[src/rtl/clock_core_multi_alarm_pkg.sv]
// clock_core_multi_alarm_pkg: shared FSM encoding, field selects and time limits
package clock_core_multi_alarm_pkg;
  typedef enum logic [1:0] {
    ST_IDLE,
    ST_RING,
    ST_SNOOZE
  } state_t;
  localparam logic [1:0] SEL_SEC  = 2'd0;
  localparam logic [1:0] SEL_MIN  = 2'd1;
  localparam logic [1:0] SEL_HOUR = 2'd2;
  localparam logic [1:0] SEL_NONE = 2'd3;
  localparam logic [5:0] SEC_MAX  = 6'd59;
  localparam logic [5:0] MIN_MAX  = 6'd59;
  localparam logic [4:0] HOUR_MAX = 5'd23;
endpackage

[src/rtl/clock_core_multi_alarm_alarm_match.sv]
// alarm_match: combinational table compare with lowest-index priority
module alarm_match #(
  parameter int NUM_ALARMS = 4,
  parameter int IDXW = 2
) (
  input  logic [NUM_ALARMS-1:0][4:0] tbl_hour,
  input  logic [NUM_ALARMS-1:0][5:0] tbl_min,
  input  logic [NUM_ALARMS-1:0]      tbl_en,
  input  logic [4:0]                 cur_hour,
  input  logic [5:0]                 cur_min,
  output logic                       hit,
  output logic [IDXW-1:0]            idx
);
  always_comb begin
    hit = 1'b0;
    idx = '0;
    for (int i = NUM_ALARMS - 1; i >= 0; i--)
      if (tbl_en[i] && tbl_hour[i] == cur_hour && tbl_min[i] == cur_min) begin
        hit = 1'b1;
        idx = IDXW'(i);
      end
  end
endmodule

[src/rtl/clock_core_multi_alarm.sv]
// clock_core_multi_alarm: HH:MM:SS clock with settable fields and a prioritised alarm table
module clock_core_multi_alarm
  import clock_core_multi_alarm_pkg::*;
#(
  parameter int TICK_DIV     = 50_000_000,
  parameter int NUM_ALARMS   = 4,
  parameter int SNOOZE_MIN   = 5,
  parameter int RING_MAX_SEC = 60,
  localparam int IDXW = (NUM_ALARMS > 1) ? $clog2(NUM_ALARMS) : 1
) (
  input  logic            clk,
  input  logic            rst,
  input  logic            i_set_en,
  input  logic [1:0]      i_set_sel,
  input  logic            i_set_inc,
  input  logic            i_alm_wr,
  input  logic [IDXW-1:0] i_alm_idx,
  input  logic [4:0]      i_alm_hour,
  input  logic [5:0]      i_alm_min,
  input  logic            i_alm_en,
  input  logic            i_ack,
  input  logic            i_snooze,
  output logic [4:0]      o_hour,
  output logic [5:0]      o_min,
  output logic [5:0]      o_sec,
  output logic            o_sec_pulse,
  output logic            o_ringing,
  output logic [IDXW-1:0] o_ring_idx,
  output logic            o_snoozing
);
  localparam int PW = $clog2(TICK_DIV);

  logic [PW-1:0]               pre_cnt;
  logic                        tick, carry_s, carry_m, set_p, idx_ok, kill, hit;
  logic [5:0]                  sec_r, min_r, sec_nx, min_nx;
  logic [4:0]                  hour_r, hour_nx;
  logic [NUM_ALARMS-1:0][4:0]  tbl_hour;
  logic [NUM_ALARMS-1:0][5:0]  tbl_min;
  logic [NUM_ALARMS-1:0]       tbl_en;
  logic [IDXW-1:0]             hit_idx, ring_idx, idx_nx;
  state_t                      state, state_nx;
  logic [7:0]                  ring_cnt, rc_nx;
  logic [5:0]                  snz_cnt, sc_nx;

  assign tick    = !i_set_en && pre_cnt == PW'(TICK_DIV - 1);
  assign set_p   = i_set_en && i_set_inc;
  assign carry_s = tick && sec_r == SEC_MAX;
  assign carry_m = carry_s && min_r == MIN_MAX;
  assign idx_ok  = int'(i_alm_idx) < NUM_ALARMS;
  assign kill    = i_alm_wr && idx_ok && i_alm_idx == ring_idx && !i_alm_en;

  // set-mode increments wrap within their own field and never carry
  always_comb begin
    sec_nx  = (tick || (set_p && i_set_sel == SEL_SEC)) ? (sec_r == SEC_MAX ? 6'd0 : sec_r + 6'd1) : sec_r;
    min_nx  = (carry_s || (set_p && i_set_sel == SEL_MIN)) ? (min_r == MIN_MAX ? 6'd0 : min_r + 6'd1) : min_r;
    hour_nx = (carry_m || (set_p && i_set_sel == SEL_HOUR)) ? (hour_r == HOUR_MAX ? 5'd0 : hour_r + 5'd1) : hour_r;
  end

  always_ff @(posedge clk or posedge rst)
    if (rst) begin
      pre_cnt     <= '0;
      sec_r       <= '0;
      min_r       <= '0;
      hour_r      <= '0;
      o_sec_pulse <= 1'b0;
    end else begin
      pre_cnt     <= (i_set_en || tick) ? '0 : pre_cnt + PW'(1);
      sec_r       <= sec_nx;
      min_r       <= min_nx;
      hour_r      <= hour_nx;
      o_sec_pulse <= tick;
    end

  always_ff @(posedge clk or posedge rst)
    if (rst) begin
      tbl_hour <= '0;
      tbl_min  <= '0;
      tbl_en   <= '0;
    end else if (i_alm_wr && idx_ok) begin
      tbl_hour[i_alm_idx] <= i_alm_hour;
      tbl_min[i_alm_idx]  <= i_alm_min;
      tbl_en[i_alm_idx]   <= i_alm_en;
    end

  // compare against the post-increment time so alarms fire at hh:mm:00
  alarm_match #(.NUM_ALARMS(NUM_ALARMS), .IDXW(IDXW)) u_match (
    .tbl_hour(tbl_hour),
    .tbl_min (tbl_min),
    .tbl_en  (tbl_en),
    .cur_hour(hour_nx),
    .cur_min (min_nx),
    .hit     (hit),
    .idx     (hit_idx)
  );

  always_comb begin
    state_nx = state;
    idx_nx   = ring_idx;
    rc_nx    = ring_cnt;
    sc_nx    = snz_cnt;
    case (state)
      ST_IDLE:
        if (carry_s && hit) begin
          state_nx = ST_RING;
          idx_nx   = hit_idx;
          rc_nx    = '0;
        end
      ST_RING:
        if (i_ack || kill) state_nx = ST_IDLE;
        else if (i_snooze) begin
          state_nx = ST_SNOOZE;
          sc_nx    = 6'(SNOOZE_MIN);
        end else if (tick) begin
          state_nx = (ring_cnt == 8'(RING_MAX_SEC - 1)) ? ST_IDLE : ST_RING;
          rc_nx    = ring_cnt + 8'd1;
        end
      ST_SNOOZE:
        if (i_ack || kill) state_nx = ST_IDLE;
        else if (carry_s) begin
          state_nx = (snz_cnt == 6'd1) ? ST_RING : ST_SNOOZE;
          sc_nx    = snz_cnt - 6'd1;
          rc_nx    = '0;
        end
      default: state_nx = ST_IDLE;
    endcase
  end

  always_ff @(posedge clk or posedge rst)
    if (rst) begin
      state      <= ST_IDLE;
      ring_idx   <= '0;
      ring_cnt   <= '0;
      snz_cnt    <= '0;
      o_ringing  <= 1'b0;
      o_snoozing <= 1'b0;
    end else begin
      state      <= state_nx;
      ring_idx   <= idx_nx;
      ring_cnt   <= rc_nx;
      snz_cnt    <= sc_nx;
      o_ringing  <= state_nx == ST_RING;
      o_snoozing <= state_nx == ST_SNOOZE;
    end

  assign o_hour     = hour_r;
  assign o_min      = min_r;
  assign o_sec      = sec_r;
  assign o_ring_idx = ring_idx;
endmodule

[config.mk]
export PLATFORM = sky130hd
export DESIGN_NAME = clock_core_multi_alarm
export DESIGN_NICKNAME = d
export VERILOG_FILES = /design/src/rtl/clock_core_multi_alarm_pkg.sv /design/src/rtl/clock_core_multi_alarm_alarm_match.sv /design/src/rtl/clock_core_multi_alarm.sv
export SDC_FILE = /design/constraint.sdc
export NUM_CORES = 1
export LEC_CHECK = 0
export BUFFER_PORTS_ARGS = -buffer_cell sky130_fd_sc_hd__buf_2
export CORE_AREA = 2 2 126 128
export CTS_BUF_LIST = sky130_fd_sc_hd__clkbuf_8
export CTS_CLUSTER_SIZE = 20
export DETAILED_ROUTE_END_ITERATION = 8
export DIE_AREA = 0 0 128 130
export GPL_ROUTABILITY_DRIVEN = 0
export GPL_TIMING_DRIVEN = 0
export PLACE_DENSITY_LB_ADDON = 0.2
export SLEW_MARGIN = 20
export SYNTH_ARGS = -nofsm -noshare
export SYNTH_HDL_FRONTEND = slang
export SYNTH_SLANG_ARGS = --single-unit
[constraint.sdc]
create_clock -name clk -period 7.2 [get_ports clk]
set_input_delay 1.8 -clock clk [delete_from_list [all_inputs] [get_ports clk]]
set_output_delay 1.8 -clock clk [all_outputs]
set_load 0.02 [all_outputs]
* Word level (Yosys, flattened, before mapping) *
Cells that the tools add are included.
W data, S select, Z words.

operators by class
  $add $sub $neg = 6
  $lt $le $gt $ge = 2
  equality and inequality tests = 28
  muxes and demuxes = 44
  reduce and logical (&&, ||, !) cells = 33

operators by type and width
  kind                     count
  $mux W6                  8
  $mux W8                  6
  $add A26 B1 Y26 const B  1
  $eq A26 B26 Y1 const B   1
  $mux W26                 1
  $bwmux W24               1
  $eq A6 B6 Y1             4
  $pmux W8 S3              1
  $mux W2                  11
  $bwmux W20               1
  $eq A5 B5 Y1             4
  $logic_and A1 B1 Y1      19
  $mux W5                  3
  $ne A2 B2 Y1 const B     7
  $add A6 B1 Y6 const B    2
  $demux W6 S2             1
  $eq A6 B6 Y1 const B     2
  $pmux W6 S2              1
  $demux W5 S2             1
  $add A8 B1 Y8 const B    1
  $eq A8 B6 Y1 const B     1
  $reduce_and A7 Y1        1
  $eq A2 B1 Y1 const B     3
  $eq A2 B2 Y1 const B     3
  18 further kinds         29

word-level totals
  bits in registers = 112
  input port bits = 23
  output and inout bits = 22
  logic and storage cells = 133

* Depth between registers and ports, before layout *
  depth after elaboration = 17
  mapped depth = 14
  depth with buffers taken out = 12

* Hierarchy *
Synthesis repeated with hierarchy kept, for this count alone.

unflattened totals
  cell total of the unflattened synthesis = 551
  area, all modules = 6037.0 µm²

modules (own cells, without submodules)
  module                  times used  cells each  area each (µm²)  sequential area each (µm²)
  clock_core_multi_alarm  1           473         5392.7           2802.7
  alarm_match             1           78          644.4            0.0

* Least setup slack after synthesis *
Ideal clock, no wire load.

  path type = input-to-reg
  from = input i_set_en
  to = register ring_cnt[1]
  library setup time = 0.136 ns
  arrival = 4.073 ns
  required time = 7.064 ns
  setup slack = 2.991 ns
  cell stages on the path = 11
  buffers on the path = 1
  cell sequence = buf_2 -> nand4b_1 -> or4_1 -> o211ai_1 -> nor3_4 -> xor2_1 -> nand2_1 -> or4_4 -> o2111ai_4 -> o2bb2ai_4 -> o22ai_1

on the way
  cells in the longest elaborated chain, start to end = 16
  elaborated cells on any way between the ends = 36
  those cells by class = 11 x eq/ne; 6 x mux; 19 x reduce/logical

ends and longest elaborated chain
  what                              RTL line                                  RTL
  start: declaration                clock_core_multi_alarm.sv:13              input logic i_set_en,
  $logic_not A1 Y1                  clock_core_multi_alarm.sv:45              assign tick = !i_set_en && pre_cnt == PW'(TICK_DIV - 1);
  $logic_and A1 B1 Y1               clock_core_multi_alarm.sv:45
  $logic_and A1 B1 Y1               clock_core_multi_alarm.sv:47              assign carry_s = tick && sec_r == SEC_MAX;
  $logic_and A1 B1 Y1               clock_core_multi_alarm.sv:48              assign carry_m = carry_s && min_r == MIN_MAX;
  $logic_or A1 B1 Y1                clock_core_multi_alarm.sv:56              hour_nx = (carry_m || (set_p && i_set_sel == SEL_HOUR)) ? (hour_r == HOUR_MAX ? 5'd0 : hour_r + 5'd1) : hour_r ...
  $mux W5                           clock_core_multi_alarm.sv:56
  $eq A5 B5 Y1                      clock_core_multi_alarm_alarm_match.sv:18  if (tbl_en[i] && tbl_hour[i] == cur_hour && tbl_min[i] == cur_min) begin
  $logic_and A1 B1 Y1 (2 in a row)  clock_core_multi_alarm_alarm_match.sv:18
  $mux W1 (4 in a row)              clock_core_multi_alarm_alarm_match.sv:18
  $logic_and A1 B1 Y1               clock_core_multi_alarm.sv:103             if (carry_s && hit) begin
  $ne A2 B2 Y1 (no line)            --
  $reduce_and A7 Y1 (no line) (*)   --
  end signal: assignment            clock_core_multi_alarm.sv:139             ring_cnt <= rc_nx;
  end: declaration                  clock_core_multi_alarm.sv:42              logic [7:0] ring_cnt, rc_nx;

Every way passes the cells marked *; elsewhere a longest branch is shown, timed or not.
A chain may end at the register's enable or synchronous reset.

* Worst setup path after layout *
Ends and elaborated chain as after synthesis.

==> flow_summary.json <==
{
  "syn_avg_cell_area_um2": 9.67,
  "hold_class": "reg2reg",
  "required_ps": 7480,
  "area_growth_pct": 10.2,
  "syn-num-nets": 727,
  "syn_area_um2": 6740,
  "fin_crit_sh": 0.616,
  "wl_per_cell_um": 17.9,
  "cts.sinks": 112,
  "final_layout_size_suffix_gt1_frac": 0.181,
  "critPathMaxStageDelay_ps": 490,
  "critPathMaxFanout": 10,
  "drv_slew": 0,
  "yosys_warnings": 0,
  "synth_edf_count": 0,
  "cp_slowest_cell": "or3_1",
  "powerDensity_nw_per_um2": 228,
  "drc": 0,
  "synth-seq-cells": 112,
  "crit_buf_inv": 3,
  "dieArea_um2": 16600,
  "die_w_um": 128,
  "final-seq-area_um2": 2800,
  "ys_types": 74,
  "min_path_cells": 2,
  "fin_area_um2": 7420,
  "cp.depth": 11,
  "cts_resized": 0,
  "yosysTopAreaCellShare": 0.416,
  "grt_usage": 0.215,
  "final_hold_viol_count": 0,
  "fin_crit_ps": 4430,
  "wl_um": 17000,
  "fin_setup_tns_ps": 0,
  "path_cells": "buf_2, nand4b_1, clkbuf_1, buf_1, a21oi_1, nor4_1, o2111ai_1, or3_1, o2111ai_4, o2bb2ai_4, o22ai_1",
  "status": "finished, final reports clean",
  "drtAntennaViolNets": 0,
  "cts_buffers": 9,
  "core_area_um2": 15400,
  "syn_inst": 697,
  "firstDrtPassIters": 5,
  "fillers": 1474,
  "grt_pass1_vias": 5482,
  "grt_start_max_net_pins": 63,
  "io_buffers": 43,
  "rows": 46,
  "rsz0062_at_grt": "no",
  "placed_area_um2": 7230,
  "skew_ps": 14.4,
  "layout.nets": 782,
  "tightestPinTransition_ps": 864,
  "setup_viol": 0,
  "power.leakage_nw": 3.10,
  "initial_core_util": 0.437,
  "num_antenna_cells": 0,
  "maxCapViolations": 0,
  "die_h_um": 130,
  "peakVddDrop_mv": 0.0719,
  "ioPinCount": 45,
  "cts_setup_buffers": 0,
  "multi_input_area_um2": 3710,
  "ys.flop_type": "dfrtp_1",
  "first_iter_violations": 413,
  "critPathLaunchType": "input port",
  "antenna_found_initial": 0,
  "cts_tree": "yes",
  "yosys.area.top_type": "dfrtp_1",
  "grt_first_pass_wirelength_um": 27900,
  "async_reset_ff_frac": 1.00,
  "grt_overflow": 0,
  "rr_worst_depth": 11,
  "max_slew_margin": 0.419,
  "crit_arrival_ps": 4710,
  "ctsLongestPathBuffers": 2,
  "cts_max_level": 3,
  "cp_top_family": "simple AND/OR/NAND/NOR gates",
  "vias": 5514,
  "endpoint_kind": "register",
  "cts-hold-fix-buffers": 0,
  "synthTopCellsByArea": "dfrtp_1 (42%), mux2_2 (7.4%), xor2_1 (4.9%)",
  "cts-root-buf": "clkbuf_8",
  "critPathKind": "in2reg",
  "dp_cells": 933,
  "hpwlAfterDp_um": 12700,
  "via_per_inst": 5.82,
  "cts.clk_slew.worst_paths_ps": 110,
  "clock_latency_ps": 400,
  "r2r_slack_ps": 3340,
  "instances_no_fill": 948,
  "fmax_ghz": 0.226,
  "yosysSeqAreaShare": 0.416
}
## cells by family (layout without fill, tap and decap cells)
group / count (synthesis) / count (layout) / share of synthesized area
AO/OA/AOI/OAI: 140 / 140 / 0.149
XOR/XNOR: 64 / 64 / 0.0832
adder cells (fa/ha/maj): 7 / 7 / 0.0130
buffers and inverters: 55 / 114 / 0.0342
flip-flops: 112 / 112 / 0.416
multiplexers: 51 / 51 / 0.0878
AND/OR/NAND/NOR: 268 / 268 / 0.217
## power breakdown
group / internal (W) / total [W] / switching [W]
Clock: 0.000154 / 0.000371 / 0.000216
Combinational: 0.000231 / 0.000548 / 0.000317
Sequential: 0.000699 / 0.000772 / 0.0000733
Total: 0.00108 / 0.00169 / 0.000607
## path summary, 6_finish.rpt
check	endpoint	start
worst max-delay path	ring_cnt[1]	i_set_en
worst min-delay path	tbl_en[3]	tbl_en[3]
worst max register to register	ring_cnt[1]	o_min[0]
worst min register to register	tbl_en[3]	tbl_en[3]
max in group asynchronous	tbl_min[10]	rst
min in group asynchronous	snz_cnt[0]	rst
## tightest hold or removal path, delay by kind of cell, from the launching register on
| kind | cells | cell delay [ps] |
|---|---|---|
| compound gates | 1 | 60 |
| simple gates | 1 | 40 |
| flops | 1 | 360 |
## area by class of cell
class | instances | area share
Buffer | 26 | 0.0160
Sequential cell | 112 | 0.378
Clock inverter | 3 | 0.00337
Timing Repair Buffer | 44 | 0.0327
Inverter | 29 | 0.0157
Clock buffer | 12 | 0.0223
Multi-Input combinational cell | 530 | 0.500
Tap cell | 192 | 0.0324
## through the flow
stage / util / power (W) / hold slack [ps] / setup slack [ps]
after floorplan: - / 0.00117 / 448 / 2440
final: 0.481 / 0.00169 / 488 / 2770
after CTS: 0.481 / 0.00170 / 501 / 2790
after detailed placement: 0.469 / 0.00132 / 477 / 2370
after global placement: 0.466 / 0.00131 / 474 / 1080
after global routing: 0.481 / 0.00179 / 513 / 2590
## registers in the layout, indices dropped and copies added (netlist names)
signal       cells
o_min            6
snz_cnt          6
pre_cnt         26
tbl_en           4
tbl_min         24
o_ring_idx       2
state            2
o_sec            6
o_sec_pulse      1
tbl_hour        20
o_ringing        1
ring_cnt         8
o_hour           5
o_snoozing       1
## placed cells by master, fill, tap and decap left out, types with 7 or more instances in the layout
cell type and count:
dfrtp_1 112, nand2_1 61, buf_2 51, nor2_1 49
mux2_2 44, xor2_1 38, nand3_1 37, o21ai_0 32
inv_1 27, nor3_1 26, xnor2_1 26, a21oi_1 21
clkbuf_1 14, or3_1 12, clkbuf_8 12, and3_1 10
nor4_1 9, nand4_1 9, a31oi_1 9, nor2b_1 8
a21boi_0 8, o2111ai_1 8, ha_1 7
## synth_stat cells (7+ instances only)
cell type and n:
dfrtp_1 112, nand2_1 61, nor2_1 49, mux2_2 44
xor2_1 38, nand3_1 37, o21ai_0 32, inv_1 28
nor3_1 26, xnor2_1 26, a21oi_1 21, clkbuf_1 14
or3_1 12, and3_1 10, nor4_1 10, a31oi_1 9
nand4_1 9, a21boi_0 8, buf_2 8, nor2b_1 8
o2111ai_1 8, ha_1 7
## metal layers
layer  global-route usage  up-vias  part of all wire
li1                     -     2657                 -
met1                0.285     2672              0.45
met2                0.347      150              0.47
met3               0.0390       35             0.046
met4               0.0963        0             0.029
met5                    0        -                 0
(Power assumes the default switching activity.)
